[src/rtl/hazard_detection_unit.sv]
// Load-use stall and taken-branch flush control beside the ID stage.
// Control outputs are combinational from ID inputs and registered EX shadow; state updates on the clk edge.
module hazard_detection_unit #(
  parameter int LOAD_LAT = 1,
  parameter int CNT_W    = 16
) (
  input  logic             clk,
  input  logic             rst,
  input  logic [4:0]       rs1_id,
  input  logic [4:0]       rs2_id,
  input  logic [4:0]       rd_id,
  input  logic             uses_rs1_id,
  input  logic             uses_rs2_id,
  input  logic             RuWr_id,
  input  logic             DMRd_id,
  input  logic             br_taken_ex,
  output logic             pc_en,
  output logic             ifid_en,
  output logic             ifid_flush,
  output logic             idex_flush,
  output logic [CNT_W-1:0] stall_cnt,
  output logic [CNT_W-1:0] flush_cnt
);

  typedef enum logic {RUN = 1'b0, STALL = 1'b1} state_t;

  localparam bit         MULTI_STALL = (LOAD_LAT > 1);
  localparam logic [2:0] LAT_INIT    = MULTI_STALL ? 3'(LOAD_LAT - 2) : 3'd0;

  state_t           state_q, state_d;
  logic [2:0]       lat_cnt_q, lat_cnt_d;
  logic [4:0]       rd_ex_q, rd_ex_d;
  logic             ld_ex_q, ld_ex_d;
  logic [CNT_W-1:0] stall_cnt_q, stall_cnt_d;
  logic [CNT_W-1:0] flush_cnt_q, flush_cnt_d;
  logic             haz;
  logic             stall_evt;
  logic             flush_evt;

  assign haz = ld_ex_q & (rd_ex_q != 5'd0) &
               ((uses_rs1_id & (rs1_id == rd_ex_q)) |
                (uses_rs2_id & (rs2_id == rd_ex_q)));

  always_ff @(posedge clk) begin
    if (rst) begin
      state_q   <= RUN;
      lat_cnt_q <= 3'd0;
    end else begin
      state_q   <= state_d;
      lat_cnt_q <= lat_cnt_d;
    end
  end

  always_comb begin
    state_d   = state_q;
    lat_cnt_d = lat_cnt_q;
    unique case (state_q)
      RUN: begin
        if (!br_taken_ex && haz && MULTI_STALL) begin
          state_d   = STALL;
          lat_cnt_d = LAT_INIT;
        end
      end
      STALL: begin
        // EX holds only bubbles here, so a branch indication cannot be genuine
        if (lat_cnt_q == 3'd0) begin
          state_d = RUN;
        end else begin
          lat_cnt_d = lat_cnt_q - 3'd1;
        end
      end
      default: state_d = RUN;
    endcase
  end

  always_comb begin
    pc_en      = 1'b1;
    ifid_en    = 1'b1;
    ifid_flush = 1'b0;
    idex_flush = 1'b0;
    stall_evt  = 1'b0;
    flush_evt  = 1'b0;
    if (rst) begin
      pc_en      = 1'b0;
      ifid_en    = 1'b0;
      ifid_flush = 1'b1;
      idex_flush = 1'b1;
    end else begin
      unique case (state_q)
        RUN: begin
          if (br_taken_ex) begin
            ifid_flush = 1'b1;
            idex_flush = 1'b1;
            flush_evt  = 1'b1;
          end else if (haz) begin
            pc_en      = 1'b0;
            ifid_en    = 1'b0;
            idex_flush = 1'b1;
            stall_evt  = 1'b1;
          end
        end
        STALL: begin
          pc_en      = 1'b0;
          ifid_en    = 1'b0;
          idex_flush = 1'b1;
          stall_evt  = 1'b1;
        end
        default: ;
      endcase
    end
  end

  // A flushed ID/EX slot is a bubble, so the shadow must forget the destination too
  always_comb begin
    rd_ex_d     = idex_flush ? 5'd0 : rd_id;
    ld_ex_d     = idex_flush ? 1'b0 : (DMRd_id & RuWr_id);
    stall_cnt_d = stall_cnt_q;
    flush_cnt_d = flush_cnt_q;
    if (stall_evt && (stall_cnt_q != {CNT_W{1'b1}})) begin
      stall_cnt_d = stall_cnt_q + CNT_W'(1);
    end
    if (flush_evt && (flush_cnt_q != {CNT_W{1'b1}})) begin
      flush_cnt_d = flush_cnt_q + CNT_W'(1);
    end
  end

  always_ff @(posedge clk) begin
    if (rst) begin
      rd_ex_q     <= 5'd0;
      ld_ex_q     <= 1'b0;
      stall_cnt_q <= '0;
      flush_cnt_q <= '0;
    end else begin
      rd_ex_q     <= rd_ex_d;
      ld_ex_q     <= ld_ex_d;
      stall_cnt_q <= stall_cnt_d;
      flush_cnt_q <= flush_cnt_d;
    end
  end

  assign stall_cnt = stall_cnt_q;
  assign flush_cnt = flush_cnt_q;

endmodule

[config.mk]
export PLATFORM = sky130hd
export DESIGN_NAME = hazard_detection_unit
export DESIGN_NICKNAME = d
export VERILOG_FILES = /design/src/rtl/hazard_detection_unit.sv
export SDC_FILE = /design/constraint.sdc
export NUM_CORES = 1
export LEC_CHECK = 0
export ABC_AREA = 1
export BUFFER_PORTS_ARGS = -buffer_cell sky130_fd_sc_hd__clkbuf_2
export CORE_MARGIN = 1.5
export CORE_UTILIZATION = 40
export DETAILED_ROUTE_END_ITERATION = 16
export PLACE_DENSITY_LB_ADDON = 0.12
export REMOVE_ABC_BUFFERS = 1
export SYNTH_ARGS = -nofsm -noshare
export SYNTH_HDL_FRONTEND = slang
export SYNTH_SLANG_ARGS = --single-unit
[constraint.sdc]
create_clock -name clk -period 1.5 [get_ports clk]
set_input_delay 0.075 -clock clk [delete_from_list [all_inputs] [get_ports clk]]
set_output_delay 0.075 -clock clk [all_outputs]
set_load 0.02 [all_outputs]
==> results.md, run 1 <==
* Initial DRC Count at 123
* WS Path Type: flip-flop to output port
* Rows at 28
* Required time of the critical path at 1.42 ns
* Max-cap violations at 0
* Pwr dens at 674 nW/um^2
* Worst path cell trace: inv_2, nand2_1, nand2_1, nor2_2, nand3_1, nand2_1, nand2_2, nand2_4, a21oi_4, buf_8
* Yosys reg bits at 42
* Slew Viols, Final at 0
* Final Core Density at 57.4%
* Initial antenna violation count at 0
* Clk_lat worst skew at 0.29 ns
* Drt drc at 0
* Clock Skews at 0.00745 ns
* Min cycle time layout at 1.59 ns
* Synthesized area per cell at 6.78 sq um
* Router iterations before antenna repair at 4
* Antenna diode count at 0
* Register area at 857 sq um
* Synth async-reset ratio at 0%
* CP endpoint kind: output port
* Port Buffer Count at 57
* Startpoint types: flip-flop
* Final hold vios at 0
* Overall Power at 2.27 mW
* Detailed-route via count at 2509
* Crit Path Max Fanout at 5
* Grt ovf at 0
* Most common cell on crit path: nand2_1
* Count leader, synth: nand2_1
* Clock-pin slew on the worst setup and hold paths at 0.08 ns
* CP max stage delay at 0.36 ns
* Sequential fraction of the synthesis area at 34.8%
* Area Overhead vs Synth at 39.8%
* Worst slew pin tran at 0.339 ns
* Largest net degree at the start of global routing at 21
* Die area at 6510 sq um
* Final period util at 106%
* First-pass GRT wire length at 9.87 mm
* Wire per inst at 11.7 microns
* Area share of the leading cell type in the synthesized netlist at 34.8%
* Crit path max-delay cell type: dfxtp_2
* Hold crit path type: input port to flip-flop
* WP buf/inv at 2
* ANT nets after route at 0
* Global Route Usage Sum at 19.3%
* RD Place Congestion at 0.852
* Dpl cells at 512
* Footprint of the multi-input gates at 1470 sq um
* Max clock buf depth at 2
* Synth cell types at 27
* Status: finished with violations
* Initial core utilization at 41.0%
* Final setup violation count at 12
* Area leader, netlist: dfxtp_1
* CTS tree: built
* Top post-synthesis cells by area: dfxtp_1 (35%), nand2_1 (13%), nor2_1 (6.7%), inv_1 (5.4%), xor2_1 (5.1%)
* Die height at 80.7 microns
* Cells after synthesis at 356
* Synth Cell Area at 2410 sq um
* # clock sinks at 42
* CP top delay family: simple AND/OR/NAND/NOR gates
* Num CTS Buffers at 5
* WHS at 0.0982 ns
* H-tree Lvls at 2
* P_leak at 1.47 nW
* Final nets at 480
* Relative slew slack at 77.2%
* CORE AREA at 5890 sq um
* Final wirelength at 6.19 mm
* Number of global-route vias before repair at 2191
* Post-synth EDFFs at 0
* Finished Layout Cells at 529
* Synth cell count leaders: nand2_1 (84), nor2_1 (43), dfxtp_1 (42)
* Top Ports at 58
* Failing checks: setup timing
* Warnings, synthesis at 0
* Vias per cell at 4.74
* Root Buffer: clkbuf_8
* Number of fillers in the final layout at 580
* Ys flop type: dfxtp_1
* Post-DP HPWL at 4.41 mm
* Die span in x at 80.7 microns
* Sum Neg Setup Slack at -0.825 ns
* Peak Freq at 629 MHz
* Crit path DAT at 1.52 ns
* Peak VDD IR at 456 uV
* RSZ-0062 raised after global routing: yes
* Layout cells sized above 1 at 39.2%
* Worst Setup Slack, final at -0.0911 ns
cell usage in the layout (no fill, tap or decap), drive strengths merged:
master       count
a31oi            1
nor4             2
dlygate4sd3      7
or2              1
dfxtp           42
nor3             6
nand4           19
buf             39
nand2           98
xnor2            5
nor2            46
nand3           19
clkbuf          60
bufinv           1
inv             48
xor2            14
o21ai           11
a21oi           31
ha               4
metal layers:
layer	global-route usage, %	wire length [microns]
met1	25.6	3000
met2	32.1	2940
met3	4.32	210
met4	4.14	38
met5	0	0
power breakdown:
part / switching (mW) / total, mW / internal (mW)
Sequential: 0.0102 / 1.14 / 1.13
Combinational: 0.125 / 0.223 / 0.0985
Clock: 0.382 / 0.915 / 0.533
Total: 0.517 / 2.27 / 1.76
sequential cells by signal (all words and copies together), names as in the netlist:
name	count
flush_cnt	16
lat_cnt_q	3
ld_ex_q	1
stall_cnt	16
rd_ex_q	5
state_q	1
repair_timing:
item	CTS	global route
gates cloned	0	1
pin swaps	1	12
hold buffers	7	0
endpoints found under the hold margin	6	0
resized for setup	20	37
endpoints found under the setup margin	21	35
buffers inserted	0	2
worst paths after layout:
kind                                    from       endpoint  slack [ns]  cells past startpoint
worst max register to register    rd_ex_q[1]   stall_cnt[9]       -0.08                     12
worst min register to register  lat_cnt_q[0]   lat_cnt_q[0]        0.48                      1
worst min-delay path                     rst  flush_cnt[15]         0.1                      2
worst max-delay path              rd_ex_q[1]        ifid_en       -0.09                     10
final cells by class:
class / count / area share [%]
Multi-Input combinational cell: 257 / 43.4
Clock inverter: 1 / 0.890
Clock buffer: 6 / 2.45
Tap cell: 75 / 2.78
Sequential cell: 42 / 25.4
Timing Repair Buffer: 100 / 19.6
Inverter: 48 / 5.41
cells by family after synthesis:
kind of cell    Yosys count  share of synthesized area, %
compound gates           43                          10.4
xor+xnor                 19                          6.89
fa+ha+maj                 4                          2.07
buf+inv                  58                          9.69
flops                    42                          34.8
simple gates            190                          36.2
per-stage QoR:
step                      setup slack (ns)  instance area [sq um]
after global routing                -0.227                   3380
after CTS                          -0.0735                   3230
after floorplan                     -0.225                   2360
after global placement            -0.00248                   3000
final                              -0.0911                   3380
after detailed placement           -0.0497                   3000
(Power assumes the default switching activity.)
==> run 2: changes to the inputs <==
--- a/config.mk
+++ b/config.mk
@@ -7,7 +7,6 @@
 export LEC_CHECK = 0
 export ABC_AREA = 1
 export BUFFER_PORTS_ARGS = -buffer_cell sky130_fd_sc_hd__clkbuf_2
-export CORE_MARGIN = 1.5
 export CORE_UTILIZATION = 40
 export DETAILED_ROUTE_END_ITERATION = 16
 export PLACE_DENSITY_LB_ADDON = 0.12
==> run 2 against run 1 <==
Net effect: register-to-register slack barely moved; largest cell class unchanged; fmax fell by 1.2%; hold slack lost 0.014 ns; die area down 2.5%; largest power group unchanged; clock-buffer cell count shrank 1; final area increased by 6.2%; highest routed layer unchanged; critical path depth down 2; the run still ends with setup timing left; routed wire length rose by 3.0%; clock power is 15% lower.
==> results.md, run 2 (same netlist as run 1, synthesis figures left out) <==
* WS Path Type: flip-flop to output port
* # clock sinks at 42 (unchanged)
* Failing checks: setup timing
* Rows at 27 (-3.6%)
* Die span in x at 79.7 microns (-1.2%)
* Hold crit path type: input port to flip-flop
* Peak VDD IR at 376 uV (-18%)
* Vias per cell at 4.88 (+2.9%)
* Clock power share at 36.4% (-3.8 points)
* H-tree Lvls at 2 (unchanged)
* Worst slew pin tran at 0.354 ns (+0.0149 ns)
* Initial core utilization at 42.5% (+1.5 points)
* R2R depth at 13 (+1)
* Final nets at 488 (+1.7%)
* CTS tree: built
* Place WS at -0.0222 ns (+0.0275 ns)
* WHS at 0.0837 ns (-0.0145 ns)
* CORE AREA at 5680 sq um (-3.6%)
* Final period util at 107% (+1.3 points)
* Number of global-route vias before repair at 2288 (+4.4%)
* Grt ovf at 0 (unchanged)
* Required time of the critical path at 1.42 ns (about the same)
* Most frequent cells in the layout: nand2_1 (76), clkbuf_2 (54), nor2_1 (36), buf_4 (36), inv_1 (35)
* Wire per inst at 11.9 microns (+1.8%)
* Max clock buf depth at 2 (unchanged)
* Global Route Usage Sum at 20.0% (+0.66 points)
* Combinational group share of total power at 10.6% (+0.8 points)
* Drt drc at 0 (unchanged)
* Max-cap violations at 0 (unchanged)
* Initial antenna violation count at 0 (unchanged)
* Clk_lat worst skew at 0.30 ns (about the same)
* Fin area at 3590 sq um (+6.2%)
* Status: finished with violations
* Hold path depth at 2 (unchanged)
* Crit path DAT at 1.54 ns (+0.02 ns)
* Number of fillers in the final layout at 530 (-8.6%)
* RD Place Congestion at 0.850 (-0.18%)
* Hold path start: rst
* RSZ-0062 raised after global routing: yes
* Worst R2R End: stall_cnt[1]
* Pwr dens at 598 nW/um^2 (-11%)
* Startpoint types: flip-flop
* P_sw at 577 uW (+12%)
* Final setup violation count at 17 (+5)
* P_leak at 1.55 nW (+5.7%)
* Reg2reg setup slack at -0.08 ns (about the same)
* Commonest non-fill, non-tap cell in the layout: nand2_1
* Register area at 856 sq um (-0.15%)
* Root Buffer: clkbuf_8
* Crit Path Max Fanout at 3 (-2)
* Num CTS Buffers at 5 (unchanged)
* Post-DP HPWL at 4.36 mm (-1.2%)
* Placed Area at 3020 sq um (+0.88%)
* Port Buffer Count at 57 (unchanged)
* Layout cells sized above 1 at 41.3% (+2.0 points)
* Area Overhead vs Synth at 48.5%
* Footprint of the multi-input gates at 1550 sq um (+5.7%)
* Dpl cells at 513 (+0.20%)
* Detailed-route via count at 2612 (+4.1%)
* Slew Viols, Final at 0 (unchanged)
* Int Pwr at 1.57 mW (-11%)
* Die height at 79.7 microns (-1.2%)
* Final hold vios at 0 (unchanged)
* Switching Share at 26.9% (+4.2 points)
* Worst R2R Start: rd_ex_q[4]
* Top Ports at 58 (unchanged)
* ANT nets after route at 0 (unchanged)
* Clock-pin slew on the worst setup and hold paths at 0.09 ns (about the same)
* Hold EP: state_q
* Finished Layout Cells at 535 (+1.1%)
* Die area at 6350 sq um (-2.5%)
* CP endpoint kind: output port
* Peak Freq at 621 MHz (-1.2%)
* Relative slew slack at 76.2% (-1.0 points)
* Clock Skews at 0.00531 ns (-0.00213 ns)
* Final Core Density at 63.2% (+5.8 points)
* Largest net degree at the start of global routing at 22 (+4.8%)
* Min cycle time layout at 1.61 ns (+0.0197 ns)
* Final wirelength at 6.37 mm (+3.0%)
* Sequential share of power at 53.0% (+3.0 points)
* Initial DRC Count at 101 (-18%)
* Worst Setup Slack, final at -0.111 ns (-0.0197 ns)
* First-pass GRT wire length at 9.98 mm (+1.1%)
* Router iterations before antenna repair at 4 (unchanged)
* Antenna diode count at 0 (unchanged)
* CP startpoint: rd_ex_q[2]
run 2: cell count changes in the layout (fill, tap and decap cells not counted), moves of 2 or more:
| cell | change |
|---|---|
| a21oi_1 | -3 |
| a21oi_2 | +3 |
| buf_12 | +3 |
| buf_4 | +3 |
| clkbuf_16 | +2 |
| nand2_1 | -2 |
| nand2_2 | -9 |
| nand2_4 | +10 |
| nand3_1 | -4 |
| nand3_2 | +3 |
| o21ai_1 | +2 |
| o21ai_2 | -3 |
run 2: timing repair:
| action | 4_1_cts | 5_1_grt |
|---|---|---|
| buffers inserted | 0 | 6 |
| endpoints found under the setup margin | 20 | 32 |
| cloned | 0 | 2 |
| pin swaps | 4 | 22 |
| endpoints found under the hold margin | 6 | 0 |
| hold buffers | 7 | 0 |
| gates resized for setup | 20 | 53 |
run 2: stage by stage:
stage / total power [mW] / TNS [ns]
2_1_floorplan: 1.25 / -3.86
3_3_place_gp: 1.34 / -0.0173
3_5_place_dp: 1.34 / -0.0910
4_1_cts: 2.14 / -0.247
5_1_grt: 2.23 / -3.41
6_report: 2.14 / -0.936
run 2: worst max-delay path, stage by stage, from the launching register on:
cell and delay [ns]:
dfxtp_2 0.34, inv_2 0.06, nand4_1 0.12, o21ai_1 0.17, inv_2 0.06, nand2_4 0.10, nand2_8 0.06, a21oi_4 0.18
buf_8 0.14
run 2: worst max path at each step:
stage | end | slack (ns) | cells after the start
floorplan | stall_cnt[0] | -0.23 | 10
global placement | flush_cnt[3] | -0.01 | 9
detailed placement | stall_cnt[0] | -0.02 | 10
CTS | ifid_en | -0.11 | 8
global route | stall_cnt[1] | -0.20 | 13
finish | ifid_en | -0.11 | 8
run 2: layout make-up:
class / count / share of cell area, %
clock buffer: 5 / 1.92
clock inverter: 3 / 0.698
inverter: 48 / 5.09
multi-input combinational: 256 / 43.2
sequential: 42 / 23.9
tap: 72 / 2.51
timing repair buffer: 109 / 22.7
run 2: per-layer routing:
layer	wire (microns)	GRT usage (%)
met1	3150	27.3
met2	2890	31.0
met4	99	7.64
met3	232	3.54
met5	0	0
run 2: power groups by stage:
| stage | logic, mW | clock network (mW) | registers (mW) |
|---|---|---|---|
| after global routing | 0.252 | 0.843 | 1.14 |
| after floorplan | 0.0813 | 0 | 1.16 |
| after CTS | 0.208 | 0.804 | 1.13 |
| after detailed placement | 0.181 | 0 | 1.16 |
| final | 0.227 | 0.780 | 1.14 |
| after global placement | 0.180 | 0 | 1.16 |
==> run 3: changes to the inputs <==
--- a/config.mk
+++ b/config.mk
@@ -11,6 +11,7 @@
 export DETAILED_ROUTE_END_ITERATION = 16
 export PLACE_DENSITY_LB_ADDON = 0.12
 export REMOVE_ABC_BUFFERS = 1
+export SKIP_CTS_REPAIR_TIMING = 1
 export SYNTH_ARGS = -nofsm -noshare
 export SYNTH_HDL_FRONTEND = slang
 export SYNTH_SLANG_ARGS = --single-unit
==> run 3 against run 2 <==
Net effect: the run ends with hold timing, setup timing left; routed wire length shrank 4.3%; clock skew grew 0.0032 ns; non-clock buffer count shrank 3; via count shrank 2.1%; sequential power is essentially flat; setup slack lost 0.014 ns; first-iteration DRC count shrank 12%; register-to-register slack gained 0.02 ns; critical path type unchanged; highest routed layer unchanged.
==> results.md, run 3 (same netlist as run 1, synthesis figures left out) <==
* Worst path cell trace: inv_2, nand4_1, o21ai_1, inv_2, nand2_4, nand2_8, a21oi_4, buf_6
* Final wirelength at 6.10 mm (-4.3%)
* WS Path Type: flip-flop to output port
* Detailed-route via count at 2557 (-2.1%)
* Final Core Density at 59.9% (-3.3 points)
* # clock sinks at 42 (unchanged)
* CP max stage delay at 0.34 ns (about the same)
* Clock-pin slew on the worst setup and hold paths at 0.09 ns (about the same)
* Peak Freq at 615 MHz (-0.87%)
* Initial antenna violation count at 0 (unchanged)
* Worst Setup Slack, final at -0.125 ns (-0.0141 ns)
* Status: finished with violations
* Rows at 27 (unchanged)
* Clk_lat worst skew at 0.30 ns (about the same)
* Initial DRC Count at 89 (-12%)
* Min cycle time layout at 1.62 ns (+0.0141 ns)
* Die height at 79.7 microns (unchanged)
* Num CTS Buffers at 5 (unchanged)
* Max clock buf depth at 2 (unchanged)
* Final hold vios at 1 (+1)
* Root Buffer: clkbuf_8
* Final nets at 486 (-0.41%)
* Peak VDD IR at 374 uV (-0.48%)
* Layout cells sized above 1 at 40.1% (-1.1 points)
* Max-cap violations at 0 (unchanged)
* Router iterations before antenna repair at 4 (unchanged)
* Drt drc at 0 (unchanged)
* Initial core utilization at 42.5% (unchanged)
* Final period util at 108% (+0.94 points)
* CP top delay family: compound AO/OA/AOI/OAI gates
* First-pass GRT wire length at 9.73 mm (-2.6%)
* Worst slew pin tran at 0.300 ns (-0.0536 ns)
* RSZ-0062 raised after global routing: yes
* Die area at 6350 sq um (unchanged)
* Relative slew slack at 79.8% (+3.6 points)
* Grt ovf at 0 (unchanged)
* H-tree Lvls at 2 (unchanged)
* Global Route Usage Sum at 19.5% (-0.51 points)
* Antenna diode count at 0 (unchanged)
* Port Buffer Count at 57 (unchanged)
* Failing checks: hold timing, setup timing
* Number of global-route vias before repair at 2226 (-2.7%)
* Crit path max-delay cell type: dfxtp_2
* Vias per cell at 4.80 (-1.7%)
* Crit Path Max Fanout at 5 (+2)
* Most common cell on crit path: inv_2
* Largest net degree at the start of global routing at 22 (unchanged)
* WHS at -0.0117 ns (-0.0954 ns)
* Slew Viols, Final at 0 (unchanged)
* Number of fillers in the final layout at 540 (+1.9%)
* Startpoint types: flip-flop
* RD Place Congestion at 0.850 (unchanged)
* Hold crit path type: input port to flip-flop
* CTS tree: built
* CORE AREA at 5680 sq um (unchanged)
* P_leak at 1.50 nW (-3.3%)
* Place WS at -0.0222 ns (unchanged)
* Final setup violation count at 19 (+2)
* Top Ports at 58 (unchanged)
* Pwr dens at 622 nW/um^2 (+4.0%)
* Commonest non-fill, non-tap cell in the layout: nand2_1
* Crit path DAT at 1.55 ns (about the same)
* CP endpoint kind: output port
* Most frequent cells in the layout: nand2_1 (74), clkbuf_2 (54), buf_4 (40)
* ANT nets after route at 0 (unchanged)
* Area Overhead vs Synth at 40.8%
* Required time of the critical path at 1.42 ns (about the same)
* Die span in x at 79.7 microns (unchanged)
* Wire per inst at 11.4 microns (-3.9%)
* Clock Skews at 0.00850 ns (+0.00318 ns)
* Post-DP HPWL at 4.36 mm (unchanged)
* WP buf/inv at 3 (unchanged)
==> run 3: path summary, 6_finish.rpt <==
check                                  start           end  slack (ns)  cells after the start
worst min register to register  lat_cnt_q[0]  lat_cnt_q[0]        0.46                      1
worst min-delay path                 DMRd_id       ld_ex_q       -0.01                      3
worst max register to register    rd_ex_q[3]  stall_cnt[1]       -0.06                     11
worst max-delay path              rd_ex_q[3]       ifid_en       -0.12                      8
==> run 3: stage by stage <==
stage / TNS, ns / total power, mW / instances / instance area (sq um)
floorplan: -3.86 / 1.25 / 346 / 2360
global placement: -0.0173 / 1.34 / 513 / 3020
detailed placement: -0.0910 / 1.34 / 513 / 3020
CTS: -0.938 / 2.12 / 521 / 3120
global route: -3.35 / 2.21 / 533 / 3400
finish: -0.948 / 2.11 / 533 / 3400
==> run 3: report_power, final <==
group          switching [mW]  internal, mW  total, mW
clock network           0.430         0.336      0.766
registers             0.00926          1.13       1.14
logic                   0.119        0.0933      0.212
==> run 3: tightest hold or removal path, delay by kind of cell <==
family,cells,cell delay (ns)
buffers and inverters,1,0.08
and+or+nand+nor,2,0.10
==> run 3: metal layers <==
| layer | track usage, % | vias up | share of wire, % |
|---|---|---|---|
| met3 | 3.66 | 2 | 4.7 |
| met5 | 0 | - | 0 |
| met1 | 27.0 | 1142 | 50 |
| met2 | 29.5 | 69 | 45 |
| met4 | 7.64 | 0 | 0.66 |
| li1 | - | 1344 | - |
==> run 3: cell type report <==
class / count / area (sq um) / area share, %
sequential: 42 / 857 / 25.2
clock buffer: 5 / 68.8 / 2.02
multi-input combinational: 257 / 1460 / 43.0
timing repair buffer: 106 / 716 / 21.0
tap: 72 / 90.1 / 2.65
clock inverter: 3 / 25.0 / 0.736
inverter: 48 / 183 / 5.37
